$ cat src/rtl/stack_core_if.sv
// Program-memory fetch port and observable outputs of the stack core.
// master = core side, slave = memory / board side.
interface stack_core_if #(
  parameter int WIDTH = 16
);
  logic [14:0]      mem_addr;
  logic             mem_req;
  logic [15:0]      mem_rdata;
  logic             mem_ready;
  logic [WIDTH-1:0] out_data;
  logic             out_valid;
  logic             halted;
  logic [2:0]       fault;

  modport master (
    output mem_addr, mem_req, out_data, out_valid, halted, fault,
    input  mem_rdata, mem_ready
  );

  modport slave (
    input  mem_addr, mem_req, out_data, out_valid, halted, fault,
    output mem_rdata, mem_ready
  );
endinterface

$ cat src/rtl/stack_core.sv
// Stack-machine core: word fetch over mem_req/mem_ready, execution on parametrised data/return stacks.
// Word op 2 cycles, byte pair 3, odd-ip byte 2, plus one per fetch wait state; fault or HALT stops it until rst.
module stack_core #(
  parameter int WIDTH  = 16,
  parameter int DDEPTH = 16,
  parameter int RDEPTH = 16
)(
  input  logic         clk,
  input  logic         rst,
  stack_core_if.master bus
);
  localparam int DA = $clog2(DDEPTH);
  localparam int RA = $clog2(RDEPTH);
  localparam logic [DA:0] D_FULL = (DA+1)'(DDEPTH);
  localparam logic [RA:0] R_FULL = (RA+1)'(RDEPTH);

  typedef enum logic [2:0] {S_FETCH, S_EXEC_W, S_EXEC_H, S_EXEC_L, S_HALT} state_t;

  state_t           r_state;
  logic             r_mem_req;
  logic [15:0]      r_ip;
  logic [15:0]      r_instr;
  logic [DA:0]      r_dsp;
  logic [RA:0]      r_rsp;
  logic [WIDTH-1:0] r_dstk [DDEPTH];
  logic [WIDTH-1:0] r_rstk [RDEPTH];
  logic [WIDTH-1:0] r_out_data;
  logic             r_out_valid;
  logic             r_halted;
  logic [2:0]       r_fault;

  logic [DA-1:0]    w_di0, w_di1, w_di2, w_di3;
  logic [RA-1:0]    w_ri0, w_ri1;
  logic [WIDTH-1:0] w_tos, w_nos, w_ros, w_rtos;
  logic [7:0]       w_op;
  logic [15:0]      w_ip_inc2, w_jmp, w_ip_nxt;
  logic             w_exec, w_commit;
  logic [1:0]       w_dneed;
  logic             w_dinc, w_ddec, w_rneed, w_rinc, w_rdec;
  logic             w_illegal, w_halt_op, w_out_en;
  logic             w_wr0, w_wr1, w_wr2, w_wr3, w_rwr;
  logic [WIDTH-1:0] w_wr0_dat, w_wr1_dat, w_wr2_dat, w_wr3_dat, w_rwr_dat;
  logic [2:0]       w_fcode;

  assign w_di0  = r_dsp[DA-1:0];
  assign w_di1  = w_di0 - DA'(1);
  assign w_di2  = w_di0 - DA'(2);
  assign w_di3  = w_di0 - DA'(3);
  assign w_ri0  = r_rsp[RA-1:0];
  assign w_ri1  = w_ri0 - RA'(1);
  assign w_tos  = r_dstk[w_di1];
  assign w_nos  = r_dstk[w_di2];
  assign w_ros  = r_dstk[w_di3];
  assign w_rtos = r_rstk[w_ri1];

  assign w_op      = (r_state == S_EXEC_H) ? r_instr[15:8] : r_instr[7:0];
  assign w_ip_inc2 = r_ip + 16'd2;
  assign w_jmp     = w_ip_inc2 + {{3{r_instr[12]}}, r_instr[12:0]};
  assign w_exec    = (r_state == S_EXEC_W) || (r_state == S_EXEC_H) || (r_state == S_EXEC_L);
  assign w_commit  = w_exec && (w_fcode == 3'd0) && !w_halt_op;

  // Stack writes are expressed relative to the pre-op dsp: wr0 at dsp, wr1..wr3 at dsp-1..dsp-3.
  always_comb begin
    w_dneed = 2'd0;  w_dinc = 1'b0;  w_ddec = 1'b0;
    w_rneed = 1'b0;  w_rinc = 1'b0;  w_rdec = 1'b0;
    w_illegal = 1'b0;  w_halt_op = 1'b0;  w_out_en = 1'b0;
    w_wr0 = 1'b0;  w_wr1 = 1'b0;  w_wr2 = 1'b0;  w_wr3 = 1'b0;  w_rwr = 1'b0;
    w_wr0_dat = '0;  w_wr1_dat = '0;  w_wr2_dat = '0;  w_wr3_dat = '0;  w_rwr_dat = '0;
    w_ip_nxt = r_ip + 16'd1;
    if (r_state == S_EXEC_W) begin
      w_ip_nxt = w_ip_inc2;
      if (r_instr[15]) begin
        w_dinc = 1'b1;  w_wr0 = 1'b1;  w_wr0_dat = WIDTH'(r_instr[14:0]);
      end else begin
        case (r_instr[14:13])
          2'b01: w_ip_nxt = w_jmp;
          2'b10: begin
            w_rinc = 1'b1;  w_rwr = 1'b1;  w_rwr_dat = WIDTH'(w_ip_inc2);  w_ip_nxt = w_jmp;
          end
          2'b11: begin
            w_dneed = 2'd1;  w_ddec = 1'b1;
            if (w_tos == '0) w_ip_nxt = w_jmp;
          end
          default: ;
        endcase
      end
    end else begin
      case (w_op)
        8'h00: ;
        8'h01: begin w_dneed = 2'd1; w_ddec = 1'b1; w_out_en = 1'b1; end
        8'h02, 8'h03, 8'h08, 8'h09, 8'h0A, 8'h0F, 8'h10, 8'h11: begin
          w_dneed = 2'd2;  w_ddec = 1'b1;  w_wr2 = 1'b1;
          case (w_op)
            8'h02:   w_wr2_dat = w_nos + w_tos;
            8'h03:   w_wr2_dat = w_nos - w_tos;
            8'h08:   w_wr2_dat = (w_nos < w_tos)  ? '1 : '0;
            8'h09:   w_wr2_dat = (w_nos > w_tos)  ? '1 : '0;
            8'h0A:   w_wr2_dat = (w_nos == w_tos) ? '1 : '0;
            8'h0F:   w_wr2_dat = w_nos & w_tos;
            8'h10:   w_wr2_dat = w_nos | w_tos;
            default: w_wr2_dat = w_nos ^ w_tos;
          endcase
        end
        8'h04: begin w_dneed = 2'd1; w_dinc = 1'b1; w_wr0 = 1'b1; w_wr0_dat = w_tos; end
        8'h05: begin
          w_dneed = 2'd2;
          w_wr1 = 1'b1;  w_wr1_dat = w_nos;  w_wr2 = 1'b1;  w_wr2_dat = w_tos;
        end
        8'h06: begin
          w_dneed = 2'd3;
          w_wr1 = 1'b1;  w_wr1_dat = w_ros;
          w_wr2 = 1'b1;  w_wr2_dat = w_tos;
          w_wr3 = 1'b1;  w_wr3_dat = w_nos;
        end
        8'h07: begin w_rneed = 1'b1; w_rdec = 1'b1; w_ip_nxt = w_rtos[15:0]; end
        8'h0B: begin w_dneed = 2'd1; w_wr1 = 1'b1; w_wr1_dat = ~w_tos; end
        8'h0C: begin
          w_dneed = 2'd1;  w_ddec = 1'b1;  w_rinc = 1'b1;  w_rwr = 1'b1;  w_rwr_dat = w_tos;
        end
        8'h0D: begin
          w_rneed = 1'b1;  w_rdec = 1'b1;  w_dinc = 1'b1;  w_wr0 = 1'b1;  w_wr0_dat = w_rtos;
        end
        8'h0E: begin w_rneed = 1'b1; w_dinc = 1'b1; w_wr0 = 1'b1; w_wr0_dat = w_rtos; end
        8'h12: begin w_dneed = 2'd1; w_ddec = 1'b1; end
        8'h13: begin w_halt_op = 1'b1; w_ip_nxt = r_ip; end
        default: w_illegal = 1'b1;
      endcase
    end
  end

  always_comb begin
    w_fcode = 3'd0;
    if (w_illegal)                          w_fcode = 3'd5;
    else if (r_dsp < (DA+1)'(w_dneed))      w_fcode = 3'd2;
    else if (w_dinc && (r_dsp == D_FULL))   w_fcode = 3'd1;
    else if (r_rsp < (RA+1)'(w_rneed))      w_fcode = 3'd4;
    else if (w_rinc && (r_rsp == R_FULL))   w_fcode = 3'd3;
  end

  always_ff @(posedge clk) begin
    if (w_commit) begin
      if (w_wr0) r_dstk[w_di0] <= w_wr0_dat;
      if (w_wr1) r_dstk[w_di1] <= w_wr1_dat;
      if (w_wr2) r_dstk[w_di2] <= w_wr2_dat;
      if (w_wr3) r_dstk[w_di3] <= w_wr3_dat;
      if (w_rwr) r_rstk[w_ri0] <= w_rwr_dat;
    end
  end

  always_ff @(posedge clk or posedge rst) begin
    if (rst) begin
      r_state     <= S_FETCH;
      r_mem_req   <= 1'b1;
      r_ip        <= '0;
      r_instr     <= '0;
      r_dsp       <= '0;
      r_rsp       <= '0;
      r_out_data  <= '0;
      r_out_valid <= 1'b0;
      r_halted    <= 1'b0;
      r_fault     <= 3'd0;
    end else begin
      r_out_valid <= 1'b0;
      case (r_state)
        S_FETCH: begin
          if (bus.mem_ready) begin
            r_instr   <= bus.mem_rdata;
            r_mem_req <= 1'b0;
            if (r_ip[0])                             r_state <= S_EXEC_L;
            else if (bus.mem_rdata[15:13] != 3'd0)   r_state <= S_EXEC_W;
            else                                     r_state <= S_EXEC_H;
          end
        end
        S_EXEC_W, S_EXEC_H, S_EXEC_L: begin
          // A faulting op commits nothing; the low byte of a pair is dropped too.
          if ((w_fcode != 3'd0) || w_halt_op) begin
            r_state  <= S_HALT;
            r_halted <= 1'b1;
            r_fault  <= w_fcode;
          end else begin
            r_ip <= w_ip_nxt;
            if (w_dinc)      r_dsp <= r_dsp + (DA+1)'(1);
            else if (w_ddec) r_dsp <= r_dsp - (DA+1)'(1);
            if (w_rinc)      r_rsp <= r_rsp + (RA+1)'(1);
            else if (w_rdec) r_rsp <= r_rsp - (RA+1)'(1);
            if (w_out_en) begin
              r_out_data  <= w_tos;
              r_out_valid <= 1'b1;
            end
            if (r_state == S_EXEC_H) begin
              r_state <= S_EXEC_L;
            end else begin
              r_state   <= S_FETCH;
              r_mem_req <= 1'b1;
            end
          end
        end
        default: r_state <= S_HALT;
      endcase
    end
  end

  assign bus.mem_addr  = r_ip[15:1];
  assign bus.mem_req   = r_mem_req;
  assign bus.out_data  = r_out_data;
  assign bus.out_valid = r_out_valid;
  assign bus.halted    = r_halted;
  assign bus.fault     = r_fault;
endmodule

$ cat src/flat_wrapper.sv
// flat-port wrapper written by rule: the top's interface ports become plain ports
module stack_core_flat 
#(
  parameter int WIDTH  = 16,
  parameter int DDEPTH = 16,
  parameter int RDEPTH = 16
)
  (clk, rst, bus_mem_addr, bus_mem_req, bus_out_data, bus_out_valid, bus_halted, bus_fault, bus_mem_rdata, bus_mem_ready);
  stack_core_if #(.WIDTH(WIDTH)) bus_i ();
  input  logic clk;
  input  logic rst;
  output wire logic [$bits(bus_i.mem_addr)-1:0] bus_mem_addr;
  output wire logic [$bits(bus_i.mem_req)-1:0] bus_mem_req;
  output wire logic [$bits(bus_i.out_data)-1:0] bus_out_data;
  output wire logic [$bits(bus_i.out_valid)-1:0] bus_out_valid;
  output wire logic [$bits(bus_i.halted)-1:0] bus_halted;
  output wire logic [$bits(bus_i.fault)-1:0] bus_fault;
  input wire logic [$bits(bus_i.mem_rdata)-1:0] bus_mem_rdata;
  input wire logic [$bits(bus_i.mem_ready)-1:0] bus_mem_ready;
  assign bus_mem_addr = bus_i.mem_addr;
  assign bus_mem_req = bus_i.mem_req;
  assign bus_out_data = bus_i.out_data;
  assign bus_out_valid = bus_i.out_valid;
  assign bus_halted = bus_i.halted;
  assign bus_fault = bus_i.fault;
  assign bus_i.mem_rdata = bus_mem_rdata;
  assign bus_i.mem_ready = bus_mem_ready;
  stack_core #(.WIDTH(WIDTH), .DDEPTH(DDEPTH), .RDEPTH(RDEPTH)) u_core (.clk(clk), .rst(rst), .bus(bus_i));
endmodule
$ cat config.mk
export PLATFORM = sky130hd
export DESIGN_NAME = stack_core_flat
export DESIGN_NICKNAME = d
export VERILOG_FILES = /design/src/rtl/stack_core_if.sv /design/src/rtl/stack_core.sv /design/src/flat_wrapper.sv
export SDC_FILE = /design/constraint.sdc
export NUM_CORES = 1
export LEC_CHECK = 0
export ABC_AREA = 1
export BUFFER_PORTS_ARGS = -buffer_cell sky130_fd_sc_hd__buf_2
export CORE_MARGIN = 2
export CORE_UTILIZATION = 30
export CTS_BUF_LIST = sky130_fd_sc_hd__clkbuf_16
export DETAILED_ROUTE_END_ITERATION = 16
export PLACE_DENSITY = 0.49
export SETUP_SLACK_MARGIN = 0.5
export SYNTH_ARGS = -nofsm -noshare
export SYNTH_HDL_FRONTEND = slang
export SYNTH_SLANG_ARGS = --single-unit
$ cat constraint.sdc
create_clock -name clk -period 7.3 [get_ports clk]
set_input_delay 1.46 -clock clk [delete_from_list [all_inputs] [get_ports clk]]
set_output_delay 1.46 -clock clk [all_outputs]
set_load 0.01 [all_outputs]
---- Yosys cells after proc, flatten, opt, wreduce, memory -nomap -nowiden ----
Memory sizes are Yosys's and may differ from the RTL's.
Index checks and enable logic that the tools add are counted.
Widths: inputs -> output; s select.
operators by class
  $add $sub $neg .......................... 13
  multiply operators ...................... 0
  div/mod/pow operators ................... 0
  magnitude comparators ................... 4
  equality and inequality tests ........... 32
  shift-type cells ........................ 0
  mux-type cells .......................... 94
  bitwise gates (word level) .............. 5
  reductions and logical operators ........ 39
operators by type and width
  kind                   count
  $mux 16                16
  $pmux 16 s2            4
  $pmux 16 s7            1
  $eq 8x4->1 const B     8
  $mux 1                 50
  $pmux 16 s3            1
  $add 16x16->16         2
  $eq 8x3->1 const B     4
  $eq 8x5->1 const B     4
  $mux 3                 7
  $mux 5                 4
  $reduce_or 20->1       1
  $add 16x1->16 const B  1
  $add 16x2->16 const B  1
  $and 16x16->16         1
  $eq 16x16->1           1
  $eq 8x2->1 const B     2
  $gt 16x16->1           1
  $logic_not 16->1       1
  $lt 16x16->1           1
  $not 16->16            1
  $or 16x16->16          1
  $reduce_or 16->1       1
  $sub 16x16->16         1
  other kinds (40)       72
storage, ports and cells
  bits in registers ....................... 67
  bits in latches ......................... 0
  RAM bits ................................ 512
  ROM bits ................................ 0
  input bits .............................. 19
  output and inout port bits .............. 37
  logic and storage cells ................. 199
  memories ................................ 2
memories
  name           words  bits a word  rd ports  clocked after Yosys merged registers in  wr ports  RTL line          source
  u_core.r_dstk  16     16           3         0                                        3         stack_core.sv:25  logic [WIDTH-1:0] r_dstk [DDEPTH];
  u_core.r_rstk  16     16           1         0                                        1         stack_core.sv:26  logic [WIDTH-1:0] r_rstk [RDEPTH];

---- Depth between registers and ports, before layout ----
  depth in word-level cells ............... 18
  mapped depth ............................ 36
  depth with buffers taken out ............ 32

---- Worst setup path after synthesis ----
OpenSTA, ideal clock, no wires.
  kind .................................... register to register
  start ................................... reg u_core.r_dsp[0]
  end ..................................... mem u_core.r_dstk[8][1], data pin
  setup time .............................. 0.254 ns
  arrival time ............................ 6.147 ns
  required time ........................... 7.046 ns
  slack ................................... 0.899 ns
  cell stages (with the launch flop) ...... 34
  buffers on the path ..................... 11
  clock period less this slack ............ 6.401 ns
  cells stage by stage .................... dfrtp_1 > buf_2 > clkinv_1 > buf_2 > clkbuf_1 > clkbuf_1 > buf_1 > ha_1 > clkbuf_1 > clkinv_1 > clkbuf_1 > clkbuf_1 > o21ai_0 > nand2_1 > inv_1 > o21ai_1 > inv_1 > ha_1 > clkbuf_1 > inv_1 > a21oi_1 > o31ai_1 > a21oi_1 > o21bai_1 > nand3_1 > o21ai_0 > nor2_1 > buf_2 > o2111ai_1 > a22oi_1 > buf_2 > nand3_1 > nand3_1 > nand2_1
RTL lines
  element                 RTL line           source
  start, declared         stack_core.sv:23   logic [DA:0] r_dsp;
  start signal, assigned  stack_core.sv:182  if (w_dinc) r_dsp <= r_dsp + (DA+1)'(1);
  start signal, assigned  stack_core.sv:183  else if (w_ddec) r_dsp <= r_dsp - (DA+1)'(1);
  end, declared           stack_core.sv:25

==> out/qor.txt <==
DRT antenna net count = 0
vias in the first global route = 37140
all-layer global routing usage = 28.63%
Starting DRT DRC Count = 6414
total number of yosys warnings = 0
fin. max-slew vios = 0
Initial Util = 30.24%
Post-CTS Hold Fix Bufs = 0
Power per Cell Area = 562.2 nW/um^2
CTS clk-pin slew, worst paths = 0.07 ns
Arrival @ worst endpoint = 6.88 ns
vias post-DR = 40552
Syn Nets = 5281
Max transition margin = 8.956%
Synth Register Bits = 579
post-route cell area = 45210 um^2
post-synthesis sequential area ratio = 42.90%
Achievable Freq = 154.4 MHz
Final WS setup = 0.8251 ns
clk root buf = clkbuf_16
most common flop cell mapped by yosys = edfxtp_1
H-tree levels = 3
commonest non-fill, non-tap cell in the layout = nand2_1
status = complete, no violations
placed insts = 6815
maximum VDD drop = 0.4173 mV
Final Non-Filler Cells = 6964
Die Y = 368.0 um
Clock Path Buffers = 3
Final Cycle Share = 88.70%
Avg Cell Area, Syn = 7.692 um^2
core area = 131500 um^2
min-delay worst type = reg -> reg
CTS tree = yes
Num CTS Buffers = 74
initial antenna violation count = 2
area post-placement = 42520 um^2
Clock Sinks = 579
Yosys cell types = 59
Crit. End Element = register
max_cap viols = 0
EDFF count, synth = 512
Post-Syn Area = 39750 um^2
RSZ-0062 raised after global routing = false
final hold vios = 0
worst clock skew = 0.08459 ns
post-DR wirelength/cell = 28.70 um
DRC errors left = 0
routability congestion estimate = 0.9953
final hold slack = 0.4712 ns
commonest cells after routing, fill and taps aside = 1386 x nand2_1, 812 x nand3_1, 512 x edfxtp_1, 394 x o21ai_0, 349 x nor2_1
DRT Wirelength = 199900 um
Worst-Skew Late Latency = 0.73 ns
via/cell ratio = 5.823
global-route wire length before repair = 280700 um
Worst-Margin Slew = 1.355 ns
Site Rows = 133
gr ovfl total = 0
dpl hpwl = 136000 um
Die Wd = 368.0 um
Die ar. = 135400 um^2
Place WS = 0.2080 ns
DR pass1 iterations = 6
final setup violation count = 0
Synth Instances = 5168
path type of the worst setup path = reg -> reg
PortBufs = 55
critical path peak fanout = 60
Synth async-reset ratio = 11.57%
Top Ports = 56
Leakage = 0.01883 uW
setup TNS = 0 ns
Critical Path Source Type = register
Required @ worst endpoint = 7.71 ns
largest net degree at the start of global routing = 156
crit path time final = 6.475 ns
Nets = 5261
Area growth, synth to finish = 13.73%
layout cells sized above 1 = 11.10%
cell usage after synthesis (3+ instances only):
library cell	n	share of area, %
nand2_1	1390	13
nand3_1	813	10
edfxtp_1	512	39
o21ai_0	404	5.1
nor2_1	389	3.7
inv_1	244	2.3
clkbuf_1	225	2.1
a21oi_1	221	2.8
buf_2	90	1.1
ha_1	89	2.8
dfrtp_1	66	4.2
o211ai_1	56	1.1
a22oi_1	48	0.91
mux2i_1	48	1.2
nand4_1	48	0.76
o221ai_1	44	0.97
a32o_1	40	1.0
xor2_1	39	0.86
buf_4	38	0.72
o32ai_1	36	0.79
or2_2	32	0.50
nand2_2	31	0.49
o22ai_1	27	0.42
nor3_1	26	0.33
buf_1	24	0.23
inv_2	24	0.23
o21a_1	21	0.40
a31oi_1	20	0.31
clkinv_1	12	0.11
nand3_2	12	0.30
xnor2_1	12	0.26
nor2_2	9	0.14
o21ai_1	9	0.11
o21bai_1	8	0.15
and2_1	5	0.079
fa_1	5	0.25
nor4_1	5	0.079
o31ai_1	5	0.094
a21o_1	4	0.076
buf_6	4	0.11
o2111ai_1	4	0.088
a211oi_1	3	0.057
nand3_4	3	0.13
nor2_4	3	0.085
flip-flops by register name, summed over array words and instances (netlist names):
name                  cells
u_core.r_dsp              5
u_core.r_dstk           256
u_core.bus.out_data      16
u_core.bus.mem_req        1
u_core.bus.out_valid      1
u_core.bus.halted         1
u_core.r_instr           16
u_core.r_rstk           256
u_core.bus.fault          3
u_core.r_rsp              5
u_core.r_state            3
u_core.r_ip              16
metal layers:
layer / vias to the layer above / GRT usage [%] / routed length, um
met5: - / 0 / 10
met4: 2 / 15.31 / 12150
met3: 581 / 7.664 / 23240
met2: 2628 / 42.68 / 85310
met1: 19429 / 37.67 / 79150
li1: 17912 / - / -
metrics by stage:
stage | utilization [%] | total power [uW]
after CTS | 34.22 | 24750
after global placement | 32.34 | 21090
final | 34.39 | 25410
after global routing | 34.38 | 26540
after detailed placement | 32.34 | 20980
after floorplan | - | 13800
final cells by class:
| class | instances | area (um^2) |
|---|---|---|
| clock buffers | 74 | 1852 |
| clock inverters | 61 | 566.8 |
| multi-input cells | 3929 | 20220 |
| diodes | 2 | 5.005 |
| well taps | 1755 | 2196 |
| flip-flops and latches | 579 | 17060 |
| repair buffers | 284 | 2240 |
| inverters | 280 | 1070 |
| fillers | 13848 | 86260 |
power breakdown:
group	internal (uW)	switching, uW	total [uW]
Sequential	3810	258	4060
Clock	2090	1640	3730
Combinational	4890	12700	17600
cells by family after synthesis:
kind of cell | count (synthesis) | synth area share [%]
muxes | 48 | 1.209
AOI/OAI and AO/OA | 958 | 14.54
xor gates and xnor gates | 51 | 1.124
DFF | 579 | 42.90
buffers and inverters | 661 | 6.959
and+or+nand+nor | 2777 | 30.22
adders and majority gates | 94 | 3.053
final timing paths:
| path | cells after the start | from | slack [ns] | to |
|---|---|---|---|---|
| setup / recovery | 25 | u_core.r_dsp[0] | 0.83 | u_core.r_dstk[6][15] |
| hold / removal | 1 | u_core.bus.halted | 0.47 | u_core.bus.halted |
| setup reg to reg | 25 | u_core.r_dsp[0] | 0.83 | u_core.r_dstk[6][15] |
| hold reg to reg | 1 | u_core.bus.halted | 0.47 | u_core.bus.halted |
| max in group asynchronous | 3 | rst | 5.32 | u_core.r_dsp[0] |
| min in group asynchronous | 2 | rst | 0.64 | u_core.bus.out_data[15] |
worst max-delay path: stages (launching register included):
cell	delay [ns]
dfrtp_4	0.53
inv_6	0.14
ha_4	0.36
inv_4	0.41
buf_12	0.33
o21ai_0	0.13
o21ai_0	0.21
inv_1	0.06
o21ai_0	0.61
inv_1	0.40
ha_1	0.41
inv_1	0.10
nand2_1	0.08
nor3_1	0.25
a21oi_1	0.13
o21ai_0	0.37
nand3_1	0.18
a21oi_1	0.17
nor2_1	0.06
a21oi_1	0.16
nand3_1	0.10
a21oi_1	0.23
buf_4	0.37
inv_1	0.15
nand3_1	0.11
nand3_1	0.09
what timing repair did:
| item | in CTS | in global routing |
|---|---|---|
| gates resized for setup | 8 | 12 |
| setup endpoints to repair | 100 | 486 |
| pin swaps | 1 | 7 |
| gates cloned | 1 | 0 |
| endpoints found under the hold margin | 0 | 0 |
| setup buffers | 0 | 11 |
Note: power is estimated with default switching activity, not from simulation.
